<file path="src/rtl/dense_layer_sequencer_if.sv">
// dense_layer_sequencer_if: neuron request/result link
// and the layer result stream.
interface dense_layer_sequencer_if #(
  parameter int NUM_INPUTS  = 8,
  parameter int NUM_NEURONS = 4,
  parameter int X_W         = 8,
  parameter int W_W         = 8,
  parameter int B_W         = 32,
  parameter int OUT_W       = 16,
  localparam int NID_W =
    (NUM_NEURONS > 1) ? $clog2(NUM_NEURONS) : 1
) ();

  logic                      n_in_valid;
  logic                      n_in_ready;
  logic [NUM_INPUTS*X_W-1:0] n_x_flat;
  logic [NUM_INPUTS*W_W-1:0] n_w_flat;
  logic [B_W-1:0]            n_bias;
  logic [NUM_INPUTS-1:0]     n_mask_flat;
  logic [1:0]                n_act_sel;
  logic                      n_out_valid;
  logic [OUT_W-1:0]          n_out_data;

  logic                      res_valid;
  logic                      res_ready;
  logic [OUT_W-1:0]          res_data;
  logic [NID_W-1:0]          res_idx;
  logic                      res_last;

  modport master (
    output n_in_valid, n_x_flat, n_w_flat,
    output n_bias, n_mask_flat, n_act_sel,
    input  n_in_ready, n_out_valid, n_out_data,
    output res_valid, res_data, res_idx, res_last,
    input  res_ready
  );

  modport slave (
    input  n_in_valid, n_x_flat, n_w_flat,
    input  n_bias, n_mask_flat, n_act_sel,
    output n_in_ready, n_out_valid, n_out_data,
    input  res_valid, res_data, res_idx, res_last,
    output res_ready
  );

endinterface

</file>
<file path="src/rtl/dense_layer_sequencer.sv">
// dense_layer_sequencer: walks the neurons of one layer,
// fetching weights, issuing requests, streaming results.
module dense_layer_sequencer #(
  parameter int NUM_INPUTS  = 8,
  parameter int NUM_NEURONS = 4,
  parameter int X_W         = 8,
  parameter int W_W         = 8,
  parameter int B_W         = 32,
  parameter int OUT_W       = 16,
  localparam int NID_W =
    (NUM_NEURONS > 1) ? $clog2(NUM_NEURONS) : 1
) (
  input  logic                      clk,
  input  logic                      rst_n,
  input  logic                      start,
  input  logic [NUM_INPUTS*X_W-1:0] x_flat,
  input  logic [NUM_INPUTS-1:0]     mask_flat,
  input  logic [1:0]                act_sel,
  output logic                      wmem_rd,
  output logic [NID_W-1:0]          wmem_addr,
  input  logic [NUM_INPUTS*W_W-1:0] wmem_w,
  input  logic [B_W-1:0]            wmem_b,
  dense_layer_sequencer_if.master   bus,
  output logic                      busy,
  output logic                      done,
  output logic                      err
);

  typedef enum logic [2:0] {
    IDLE, FETCH, LOAD, ISSUE, COLLECT, EMIT
  } state_e;

  localparam logic [NID_W-1:0] LAST_K =
    NID_W'(NUM_NEURONS - 1);

  state_e state_q, state_d;

  logic [NID_W-1:0]          k_q;
  logic [NUM_INPUTS*X_W-1:0] x_q;
  logic [NUM_INPUTS-1:0]     mask_q;
  logic [1:0]                act_q;
  logic [NUM_INPUTS*W_W-1:0] w_q;
  logic [B_W-1:0]            b_q;
  logic [OUT_W-1:0]          rdata_q;
  logic [NID_W-1:0]          ridx_q;
  logic                      rlast_q;
  logic                      done_q;
  logic                      err_q;

  // state register
  always_ff @(posedge clk or negedge rst_n) begin
    if (!rst_n) state_q <= IDLE;
    else        state_q <= state_d;
  end

  // next-state decode
  always_comb begin
    state_d = state_q;
    unique case (state_q)
      IDLE:    if (start) state_d = FETCH;
      FETCH:   state_d = LOAD;
      LOAD:    state_d = ISSUE;
      ISSUE:   if (bus.n_in_ready) state_d = COLLECT;
      COLLECT: if (bus.n_out_valid) state_d = EMIT;
      EMIT:    if (bus.res_ready)
                 state_d = rlast_q ? IDLE : FETCH;
      default: state_d = IDLE;
    endcase
  end

  // layer latches, payload, result and status registers
  always_ff @(posedge clk or negedge rst_n) begin
    if (!rst_n) begin
      k_q     <= '0;
      x_q     <= '0;
      mask_q  <= '0;
      act_q   <= '0;
      w_q     <= '0;
      b_q     <= '0;
      rdata_q <= '0;
      ridx_q  <= '0;
      rlast_q <= 1'b0;
      done_q  <= 1'b0;
      err_q   <= 1'b0;
    end else begin
      done_q <= 1'b0;
      if (bus.n_out_valid && state_q != COLLECT)
        err_q <= 1'b1;
      if (state_q == IDLE && start) begin
        x_q    <= x_flat;
        mask_q <= mask_flat;
        act_q  <= act_sel;
        k_q    <= '0;
      end
      if (state_q == LOAD) begin
        w_q <= wmem_w;
        b_q <= wmem_b;
      end
      if (state_q == COLLECT && bus.n_out_valid) begin
        rdata_q <= bus.n_out_data;
        ridx_q  <= k_q;
        rlast_q <= (k_q == LAST_K);
      end
      if (state_q == EMIT && bus.res_ready) begin
        if (rlast_q) done_q <= 1'b1;
        else         k_q    <= k_q + 1'b1;
      end
    end
  end

  assign wmem_rd   = (state_q == FETCH);
  assign wmem_addr = k_q;

  assign bus.n_in_valid  = (state_q == ISSUE);
  assign bus.n_x_flat    = x_q;
  assign bus.n_w_flat    = w_q;
  assign bus.n_bias      = b_q;
  assign bus.n_mask_flat = mask_q;
  assign bus.n_act_sel   = act_q;

  assign bus.res_valid = (state_q == EMIT);
  assign bus.res_data  = rdata_q;
  assign bus.res_idx   = ridx_q;
  assign bus.res_last  = rlast_q;

  assign busy = (state_q != IDLE);
  assign done = done_q;
  assign err  = err_q;

endmodule

</file>
<file path="src/flat_wrapper.sv">
// flat-port wrapper written by rule: the top's interface ports become plain ports
module dense_layer_sequencer_flat 
#(
  parameter int NUM_INPUTS  = 8,
  parameter int NUM_NEURONS = 4,
  parameter int X_W         = 8,
  parameter int W_W         = 8,
  parameter int B_W         = 32,
  parameter int OUT_W       = 16,
  localparam int NID_W =
    (NUM_NEURONS > 1) ? $clog2(NUM_NEURONS) : 1
)
  (clk, rst_n, start, x_flat, mask_flat, act_sel, wmem_rd, wmem_addr, wmem_w, wmem_b, busy, done, err, bus_n_in_valid, bus_n_x_flat, bus_n_w_flat, bus_n_bias, bus_n_mask_flat, bus_n_act_sel, bus_n_in_ready, bus_n_out_valid, bus_n_out_data, bus_res_valid, bus_res_data, bus_res_idx, bus_res_last, bus_res_ready);
  dense_layer_sequencer_if #(.NUM_INPUTS(NUM_INPUTS), .NUM_NEURONS(NUM_NEURONS), .X_W(X_W), .W_W(W_W), .B_W(B_W), .OUT_W(OUT_W)) bus_i ();
  input  logic clk;
  input  logic rst_n;
  input  logic start;
  input  logic [NUM_INPUTS*X_W-1:0] x_flat;
  input  logic [NUM_INPUTS-1:0] mask_flat;
  input  logic [1:0] act_sel;
  output logic wmem_rd;
  output logic [NID_W-1:0] wmem_addr;
  input  logic [NUM_INPUTS*W_W-1:0] wmem_w;
  input  logic [B_W-1:0] wmem_b;
  output logic busy;
  output logic done;
  output logic err;
  output wire logic [$bits(bus_i.n_in_valid)-1:0] bus_n_in_valid;
  output wire logic [$bits(bus_i.n_x_flat)-1:0] bus_n_x_flat;
  output wire logic [$bits(bus_i.n_w_flat)-1:0] bus_n_w_flat;
  output wire logic [$bits(bus_i.n_bias)-1:0] bus_n_bias;
  output wire logic [$bits(bus_i.n_mask_flat)-1:0] bus_n_mask_flat;
  output wire logic [$bits(bus_i.n_act_sel)-1:0] bus_n_act_sel;
  input wire logic [$bits(bus_i.n_in_ready)-1:0] bus_n_in_ready;
  input wire logic [$bits(bus_i.n_out_valid)-1:0] bus_n_out_valid;
  input wire logic [$bits(bus_i.n_out_data)-1:0] bus_n_out_data;
  output wire logic [$bits(bus_i.res_valid)-1:0] bus_res_valid;
  output wire logic [$bits(bus_i.res_data)-1:0] bus_res_data;
  output wire logic [$bits(bus_i.res_idx)-1:0] bus_res_idx;
  output wire logic [$bits(bus_i.res_last)-1:0] bus_res_last;
  input wire logic [$bits(bus_i.res_ready)-1:0] bus_res_ready;
  assign bus_n_in_valid = bus_i.n_in_valid;
  assign bus_n_x_flat = bus_i.n_x_flat;
  assign bus_n_w_flat = bus_i.n_w_flat;
  assign bus_n_bias = bus_i.n_bias;
  assign bus_n_mask_flat = bus_i.n_mask_flat;
  assign bus_n_act_sel = bus_i.n_act_sel;
  assign bus_i.n_in_ready = bus_n_in_ready;
  assign bus_i.n_out_valid = bus_n_out_valid;
  assign bus_i.n_out_data = bus_n_out_data;
  assign bus_res_valid = bus_i.res_valid;
  assign bus_res_data = bus_i.res_data;
  assign bus_res_idx = bus_i.res_idx;
  assign bus_res_last = bus_i.res_last;
  assign bus_i.res_ready = bus_res_ready;
  dense_layer_sequencer #(.NUM_INPUTS(NUM_INPUTS), .NUM_NEURONS(NUM_NEURONS), .X_W(X_W), .W_W(W_W), .B_W(B_W), .OUT_W(OUT_W)) u_core (.clk(clk), .rst_n(rst_n), .start(start), .x_flat(x_flat), .mask_flat(mask_flat), .act_sel(act_sel), .wmem_rd(wmem_rd), .wmem_addr(wmem_addr), .wmem_w(wmem_w), .wmem_b(wmem_b), .bus(bus_i), .busy(busy), .done(done), .err(err));
endmodule
</file>
<file path="config.mk">
export PLATFORM = sky130hd
export DESIGN_NAME = dense_layer_sequencer_flat
export DESIGN_NICKNAME = d
export VERILOG_FILES = /design/src/rtl/dense_layer_sequencer_if.sv /design/src/rtl/dense_layer_sequencer.sv /design/src/flat_wrapper.sv
export SDC_FILE = /design/constraint.sdc
export NUM_CORES = 1
export LEC_CHECK = 0
export CORE_AREA = 2 2 151 153
export CTS_CLUSTER_DIAMETER = 120
export CTS_CLUSTER_SIZE = 20
export DETAILED_ROUTE_END_ITERATION = 6
export DIE_AREA = 0 0 153 155
export GPL_TIMING_DRIVEN = 0
export HOLD_SLACK_MARGIN = 0.06
export PLACE_DENSITY = 0.7
export SKIP_LAST_GASP = 1
export SLEW_MARGIN = 20
export SYNTH_ARGS = -nofsm -noshare
export SYNTH_HDL_FRONTEND = slang
export SYNTH_SLANG_ARGS = --single-unit
</file>
<file path="constraint.sdc">
create_clock -name clk -period 1.6 [get_ports clk]
set_input_delay 0.32 -clock clk [delete_from_list [all_inputs] [get_ports clk]]
set_output_delay 0.32 -clock clk [all_outputs]
set_load 0.01 [all_outputs]
</file>
# After elaboration in Yosys (flattened, before gate mapping)
# Cells that the tools add are included.
# op_classes
n_eq_ne,11
add_sub_neg,1
mux,11
reduce_logical,7
# op_table
op,count
one-hot mux 3 bit (6 select lines),1
2-to-1 mux 3 bit,4
"equality test 3 x 2 -> 1 bit, second input constant",2
"equality test 3 bit, second input constant",2
2-to-1 mux 2 bit,3
logical AND 1 bit,4
"inequality test 2 x 1 -> 1 bit, second input constant",2
"inequality test 2 bit, second input constant",2
AND reduction 4 bit,1
"equality test 3 x 1 -> 1 bit, second input constant",1
logical NOT 3 bit,1
2-to-1 mux 1 bit,3
"inequality test 3 bit, second input constant",1
nonzero test 3 bit,1
"adder 2 x 1 -> 2 bit, second input constant",1
"equality test 2 bit, second input constant",1
# word_totals
out_inout_bits,197
ff_bits,196
word_cells,42

# Depth between registers and ports, before layout
# Gate-level depths: netlist of the first run.
# logic_depth
word_depth,5
mapped_depth,5
mapped_depth_nobuf,3

# Worst setup path before layout of the first run
# No wires, ideal clock.
# synth_path
path_kind,reg2reg
start,register u_core.state_q[1]
end,register u_core.rdata_q[10] (netlist: u_core.bus.res_data[10])
t_required_ns,1.475
path_slack_ns,0.003
setup_ns,0.125
arrival_time_ns,1.472
period_less_slack_ns,1.597
stages_incl_launch_ff,6
path_cell_list,dfrtp_1 -> nand2b_2 -> nor3b_2 -> buf_4 -> buf_6 -> mux2_2
# synth_via
elab_chain_cells,2
# synth_lines
element,line_no,rtl
"start, declared",dense_layer_sequencer.sv:36,"state_e state_q, state_d;"
"start signal, assigned",dense_layer_sequencer.sv:53,else state_q <= state_d;
equality test 3 bit,dense_layer_sequencer.sv:99,if (state_q == COLLECT && bus.n_out_valid) begin
logical AND 1 bit,dense_layer_sequencer.sv:99,
"end signal, assigned",dense_layer_sequencer.sv:100,rdata_q <= bus.n_out_data;
"end, declared",dense_layer_sequencer.sv:44,logic [OUT_W-1:0] rdata_q;
# No other way between the ends.
# A chain may end at the register's enable or synchronous reset.

# Worst setup path in the final report of the first run
# layout_path
start,register u_core.state_q[0]
end,output busy
# layout_via
elab_chain_cells,1
# layout_lines
element,line_no,rtl
nonzero test 3 bit,dense_layer_sequencer.sv:126,assign busy = (state_q != IDLE);
"end, declared",flat_wrapper.sv:25,output logic busy;
# No other way between the ends.

==> impl_metrics.ini, run 1 <==
[status]
run_status = finished with violations
violations = setup timing

[cts]
cts_buffers = 17
cts_sinks = 196
ctsRootBufferMaster = clkbuf_16
cts.htree.levels = 4
clk_pin_slew_ps = 80
cts_tree = yes
clockBufferDepth = 2
clk_latency_ps = 420

[sta]
setup_viol = 125
worst_slack_ps = -172.4
slew_viol_final = 0
tightest_slew_ps = 502.4
clock_skew_ps = 9.315
fin_crit_sh_pct = 110.8
setup_tns_ps = -14480
max_freq_mhz = 564.2
fin_crit_ps = 1772
slew_headroom_pct = 66.50
hold_viol_final = 0
rsz0062_at_grt = true

[global_route]
grt_max_degree = 95
grt_pass1_vias = 5770
grt-ovfl-total = 0
antenna_found_initial = 0
gr-usage-all-layers_pct = 17.73
grt_pass1_wl_um = 32910

[place]
dp.cells = 1112
post-dp-hpwl_um = 15280
gp_congestion = 0.7691
numPortBuffers = 388

[floorplan]
die_h_um = 155
die_w_um = 153
die-area_um2 = 23720
initial_utilization_pct = 33.23
io_pins = 389
row_count = 55
core_area_um2 = 22230

[setup_path]
worstPathArrival_ps = 1450
critPathRequiredTime_ps = 1280
crit_buf_inv = 2
critPathLaunchType = flop
worst_setup_path_end_kind = output pin
crit_path_max_incr_delay_ps = 420
rr_startpoint = u_core.state_q[0]$_DFFE_PN0P_
crit_family = flip-flops
rr_worst_depth = 6
r2r_end = u_core.bus.n_x_flat[21]$_DFFE_PN0P_
slowest_stage = dfrtp_1
r2r_setup_slack_ps = -170
crit_path_max_fanout = 8
cp_cell_sequence = buf_6 > or3_1 > buf_2
path_class = reg -> out

[finish]
nets = 1070
final_core_util_pct = 57.88
final_common_cell = dfrtp_1
stdcell_count = 1173
diodes = 0
areaGrowthSynthToFinish_pct = 74.20
final_layout_size_suffix_gt1_share_pct = 24.55
final_cell_mix = dfrtp_1 (194), dlygate4sd2_1 (193), clkdlybuf4s50_1 (190), mux2_1 (69), mux2_2 (61)

[detailed_routing]
drtAntennaViolNets = 0
wirelength_um = 21390
avgRoutedWirePerCell_um = 18.24
detail_route.vias_per_cell = 4.537
drtIter0Drc = 171
dr.pass1.iters = 4
drc = 0
vias = 5322

[logic_synthesis]
synth_area_leaders = dfrtp_1 (66%), mux2_2 (17%), mux2_1 (12%)
ys_types = 23
ys_ff_latch = 196
yosysSeqAreaShare_pct = 66.41
synth.largest_area_cell = dfrtp_1
syn_inst = 437
syn_area_um2 = 7386
synth_top_area_share_pct = 66.41
yosysWarnings = 0
postSynthAreaPerCell_um2 = 16.90
syn_nets = 630

[power_and_ir_drop]
power_frac_clock_pct = 16.9
power_uw = 24360
p_leak_uw = 0.005856
power-per-cell-area_nw_per_um2 = 1893
intPower_uw = 16460
p_sw_share_pct = 32.42
combPwrFrac_pct = 47.5
ir_drop_uv = 888.4
p_seq_share_pct = 35.6
p_sw_uw = 7898

[hold_path]
hold_path_class = in -> async

[job]
cap_violations = 0
area by class of cell:
class | count | area [um2]
Sequential cell | 196 | 4907
Buffer | 19 | 270.3
Clock buffer | 18 | 439.2
Tap cell | 285 | 356.6
Multi-Input combinational cell | 218 | 2575
Fill cell | 1827 | 9361
Clock inverter | 12 | 115.1
Inverter | 2 | 7.507
Timing Repair Buffer | 423 | 4195
power by group through the flow:
stage	Clock [uW]	Sequential (uW)	Combinational, uW
2_1_floorplan	0	9930	3850
3_3_place_gp	0	8720	11600
3_5_place_dp	0	8820	11700
4_1_cts	4240	8650	11400
5_1_grt	4420	9030	12400
6_report	4130	8660	11600
Yosys cell counts:
master    instances
dfrtp_1         196
mux2_2          110
mux2_1           80
buf_2             9
buf_4             7
buf_6             5
nand2b_1          4
o21ai_0           4
nor2_1            3
nor3_1            3
inv_1             2
nand2_1           2
nand3_1           2
a22oi_1           1
ha_1              1
mux2i_1           1
nand2b_2          1
nor2_2            1
nor2b_1           1
nor3b_2           1
nor4b_2           1
o22ai_1           1
or3_1             1
through the flow:
| stage | hold slack [ps] | area (um2) | setup slack, ps |
|---|---|---|---|
| floorplan | 24.41 | 7386 | 2.721 |
| global placement | 453.4 | 11630 | -8404 |
| detailed placement | 193.3 | 11690 | -593.8 |
| CTS | 323.4 | 12700 | -205.6 |
| global route | 346.0 | 12870 | -242.9 |
| finish | 338.0 | 12870 | -172.4 |
registers in the layout, indices dropped and copies added, names as in the netlist:
signal                  flops
u_core.bus.n_w_flat        64
u_core.bus.n_x_flat        64
u_core.bus.n_bias          32
u_core.bus.res_data        16
u_core.bus.n_mask_flat      8
u_core.state_q              3
u_core.bus.n_act_sel        2
u_core.bus.res_idx          2
u_core.wmem_addr            2
u_core.bus.res_last         1
u_core.done                 1
u_core.err                  1
layer usage:
layer / global-route usage [%] / vias up / wire length [um]
li1: - / 2426 / -
met2: 30.71 / 242 / 10860
met1: 20.95 / 2622 / 8414
met4: 6.129 / 0 / 503
met3: 5.571 / 32 / 1614
met5: 0 / - / 0
logic make-up after synthesis:
| kind of cell | Yosys count | synth area share, % |
|---|---|---|
| flops | 196 | 66.41 |
| mux | 191 | 29.10 |
| buf+inv | 23 | 2.185 |
| simple gates | 20 | 1.677 |
| compound gates | 6 | 0.4575 |
| fa+ha+maj | 1 | 0.1694 |
what timing repair did:
| item | in CTS | in global routing |
|---|---|---|
| pin swaps | 2 | 1 |
| setup buffers | 17 | 7 |
| hold buffers | 1 | 0 |
| gates cloned | 7 | 3 |
| endpoints found under the setup margin | 382 | 185 |
| hold endpoints to repair | 26 | 0 |
| gates resized for setup | 288 | 38 |
worst max path at each step:
| stage | startpoint | endpoint | slack, ps | cells past startpoint |
|---|---|---|---|---|
| 5_1_grt | u_core.state_q[2]$_DFFE_PN0P_ | u_core.bus.n_x_flat[5]$_DFFE_PN0P_ | -240 | 6 |
| 4_1_cts | u_core.state_q[0]$_DFFE_PN0P_ | wmem_rd | -210 | 4 |
| 2_1_floorplan | u_core.state_q[1]$_DFFE_PN0P_ | u_core.bus.res_data[10]$_DFFE_PN0P_ | 3 | 5 |
| 3_5_place_dp | start | u_core.bus.n_x_flat[57]$_DFFE_PN0P_ | -590 | 5 |
| 3_3_place_gp | rst_n | u_core.bus.n_x_flat[37]$_DFFE_PN0P_ | -8400 | 1 |
| 6_report | u_core.state_q[0]$_DFFE_PN0P_ | busy | -170 | 3 |
Power figures use the tool's default switching activity.
==> run 2: changes to the inputs <==
ABC_AREA = 1   (was default)
CORE_AREA = 2 2 153 155   (was 2 2 151 153)
DIE_AREA = 0 0 155 157   (was 0 0 153 155)
PLACE_DENSITY = 0.69   (was 0.7)
==> run 2 against run 1 <==
Compared with the run above:
- the run still ends with setup timing left
- area after synthesis rose by 2.3%
- global-route usage rose by 0.45 points
- non-clock buffer count fell by 3
- sequential power fell by 2%
- largest power group unchanged
==> impl_metrics.ini, run 2 <==
[status]
run_status = finished with violations
violations = setup timing

[global_route]
grt_pass1_wl_um = 34000
gr-usage-met3_pct = 6.360
grt_pass1_vias = 6155
met2_usage_pct = 31.62
gr-usage-all-layers_pct = 18.18
grt_use_met1_pct = 20.65
grt-ovfl-total = 0
busiest_layer = met2
antenna_found_initial = 0
grt_max_degree = 90

[setup_path]
rr_worst_depth = 6
critPathLaunchType = flop
crit_path_max_fanout = 7
path_class = reg -> out
worstPathArrival_ps = 1320
worst_setup_path_end_kind = output pin
critPathRequiredTime_ps = 1280

[finish]
diodes = 0
nets = 1265
final_cell_mix = dfrtp_1 (194), dlygate4sd2_1 (193), clkdlybuf4s50_1 (190), nand2_1 (120), mux2_2 (96)
final_common_cell = dfrtp_1
areaGrowthSynthToFinish_pct = 64.13
final_core_util_pct = 55.13
final_layout_size_suffix_gt1_share_pct = 17.14

[place]
post-dp-hpwl_um = 17270
numPortBuffers = 388
gp_congestion = 0.7566

[logic_synthesis]
synth.largest_area_cell = dfrtp_1
synthArstFlopShare_pct = 100.0
syn_nets = 841
syn_area_um2 = 7558
synth_area_leaders = dfrtp_1 (65%), mux2_2 (14%), nand2_1 (6.0%)
synth_common_cells = dfrtp_1 (196), nand2_1 (120), mux2_2 (96)
postSynthAreaPerCell_um2 = 11.66
yosysSeqAreaShare_pct = 64.89
synth_edf_count = 0
yosysWarnings = 0
synth.most_common_cell = dfrtp_1
syn_inst = 648
ys_ff_latch = 196
ys_types = 21
synth_top_area_share_pct = 64.89
yosys_most_used_dff = dfrtp_1

[cts]
clk_latency_ps = 440
cts_tree = yes
ctsRootBufferMaster = clkbuf_16
cts_buffers = 17
cts.htree.levels = 4
clockBufferDepth = 2
clk_pin_slew_ps = 80
cts_sinks = 196

[sta]
hold_viol_final = 0
slew_headroom_pct = 66.57
clock_skew_ps = 12.87
setup_viol = 2
slew_viol_final = 0
setup_tns_ps = -39.98
worst_slack_ps = -37.52
rsz0062_at_grt = true
fin_crit_sh_pct = 102.3
hold_ws_ps = 366.5
fin_crit_ps = 1638
tightest_slew_ps = 501.4
max_freq_mhz = 610.7

[power_and_ir_drop]
p_seq_share_pct = 37.5
combPwrFrac_pct = 44.0
power-per-cell-area_nw_per_um2 = 1828
p_sw_uw = 7950
intPower_uw = 14730
p_leak_uw = 0.006147
ir_drop_uv = 769.9
power_frac_clock_pct = 18.5
p_sw_share_pct = 35.06

[job]
cap_violations = 0

[floorplan]
row_count = 55
io_pins = 389
die_h_um = 157
die_w_um = 155
core_area_um2 = 22500
initial_utilization_pct = 33.59
die-area_um2 = 24340

[detailed_routing]
drtAntennaViolNets = 0
detail_route.vias_per_cell = 4.474
drtIter0Drc = 257
wirelength_um = 22640
dr.pass1.iters = 4
avgRoutedWirePerCell_um = 16.52
vias = 6129
drc = 0

[hold_path]
hold_path_class = in -> async
-- run 2: changes by cell type in the layout (fill, tap and decap cells not counted), moves of 10 or more --
cell / change
buf_12: -10
inv_1: +78
mux2_1: -69
mux2_2: +35
mux2_4: -60
nand2_1: +118
nand3_1: +21
o21ai_0: +65
-- run 2: path summary, 6_finish.rpt --
check | endpoint | from | slack [ps]
setup / recovery | busy | u_core.state_q[1]$_DFFE_PN0P_ | -40
hold / removal | u_core.bus.n_bias[24]$_DFFE_PN0N_ | rst_n | 370
setup reg to reg | u_core.bus.n_w_flat[1]$_DFFE_PN0N_ | u_core.state_q[2]$_DFFE_PN0P_ | 20
hold reg to reg | u_core.bus.res_data[14]$_DFFE_PN0P_ | u_core.bus.res_data[14]$_DFFE_PN0P_ | 470
max in group asynchronous | u_core.bus.n_x_flat[34]$_DFFE_PN0P_ | rst_n | 430
min in group clk | u_core.bus.n_x_flat[9]$_DFFE_PN0P_ | x_flat[9] | 410
-- run 2: cell families (layout without fill, tap and decap cells) --
family          after synthesis  in the layout  synth area share (%)
fa+ha+maj                     1              1                0.1655
compound gates               81             81                 5.429
flops                       196            196                 64.89
mux                          96             96                 14.30
buf+inv                     117            554                 6.522
simple gates                157            157                 8.691
-- run 2: repair_timing --
action,CTS,global route
setup buffers,6,8
hold endpoints to repair,45,0
endpoints found under the setup margin,272,144
resized for setup,225,21
hold buffers,1,0
cloned,0,1
pin swaps,2,0
-- run 2: critical path, cell delays in order (launching register included) --
cell     delay [ps]
dfrtp_1         380
buf_6           140
nor2_4          150
nand2_1          90
buf_6           130
-- run 2: routing by layer --
metal  part of all wire, %  routed length [um]
met5                     0                   0
met3                   9.3                2097
met1                    39                8846
met2                    49               11170
met4                   2.3                 518
-- run 2: area by class of cell --
class,count,area [um2]
repair buffers,406,3847
fillers,2070,10100
clock buffers,19,452.9
flip-flops and latches,196,4907
multi-input cells,335,2200
well taps,285,356.6
inverters,83,314.1
plain buffers,33,214.0
clock inverters,13,113.9
-- run 2: power groups by stage --
| stage | clock network [uW] | registers, uW | logic (uW) |
|---|---|---|---|
| 6_report | 4200 | 8510 | 9970 |
| 3_5_place_dp | 0 | 8640 | 11300 |
| 3_3_place_gp | 0 | 8560 | 11200 |
| 2_1_floorplan | 0 | 9700 | 3630 |
| 4_1_cts | 4320 | 8520 | 9840 |
| 5_1_grt | 4520 | 8830 | 10900 |
-- run 2: metrics by stage --
| stage | total power (uW) | worst slack [ps] | std cells | area, um2 |
|---|---|---|---|---|
| 2_1_floorplan | 13330 | 241.8 | 648 | 7559 |
| 3_5_place_dp | 19980 | -360.9 | 1323 | 11860 |
| 4_1_cts | 22680 | -58.92 | 1361 | 12260 |
| 6_report | 22680 | -37.52 | 1370 | 12410 |
| 3_3_place_gp | 19770 | -8253 | 1321 | 11800 |
| 5_1_grt | 24210 | -85.22 | 1370 | 12410 |
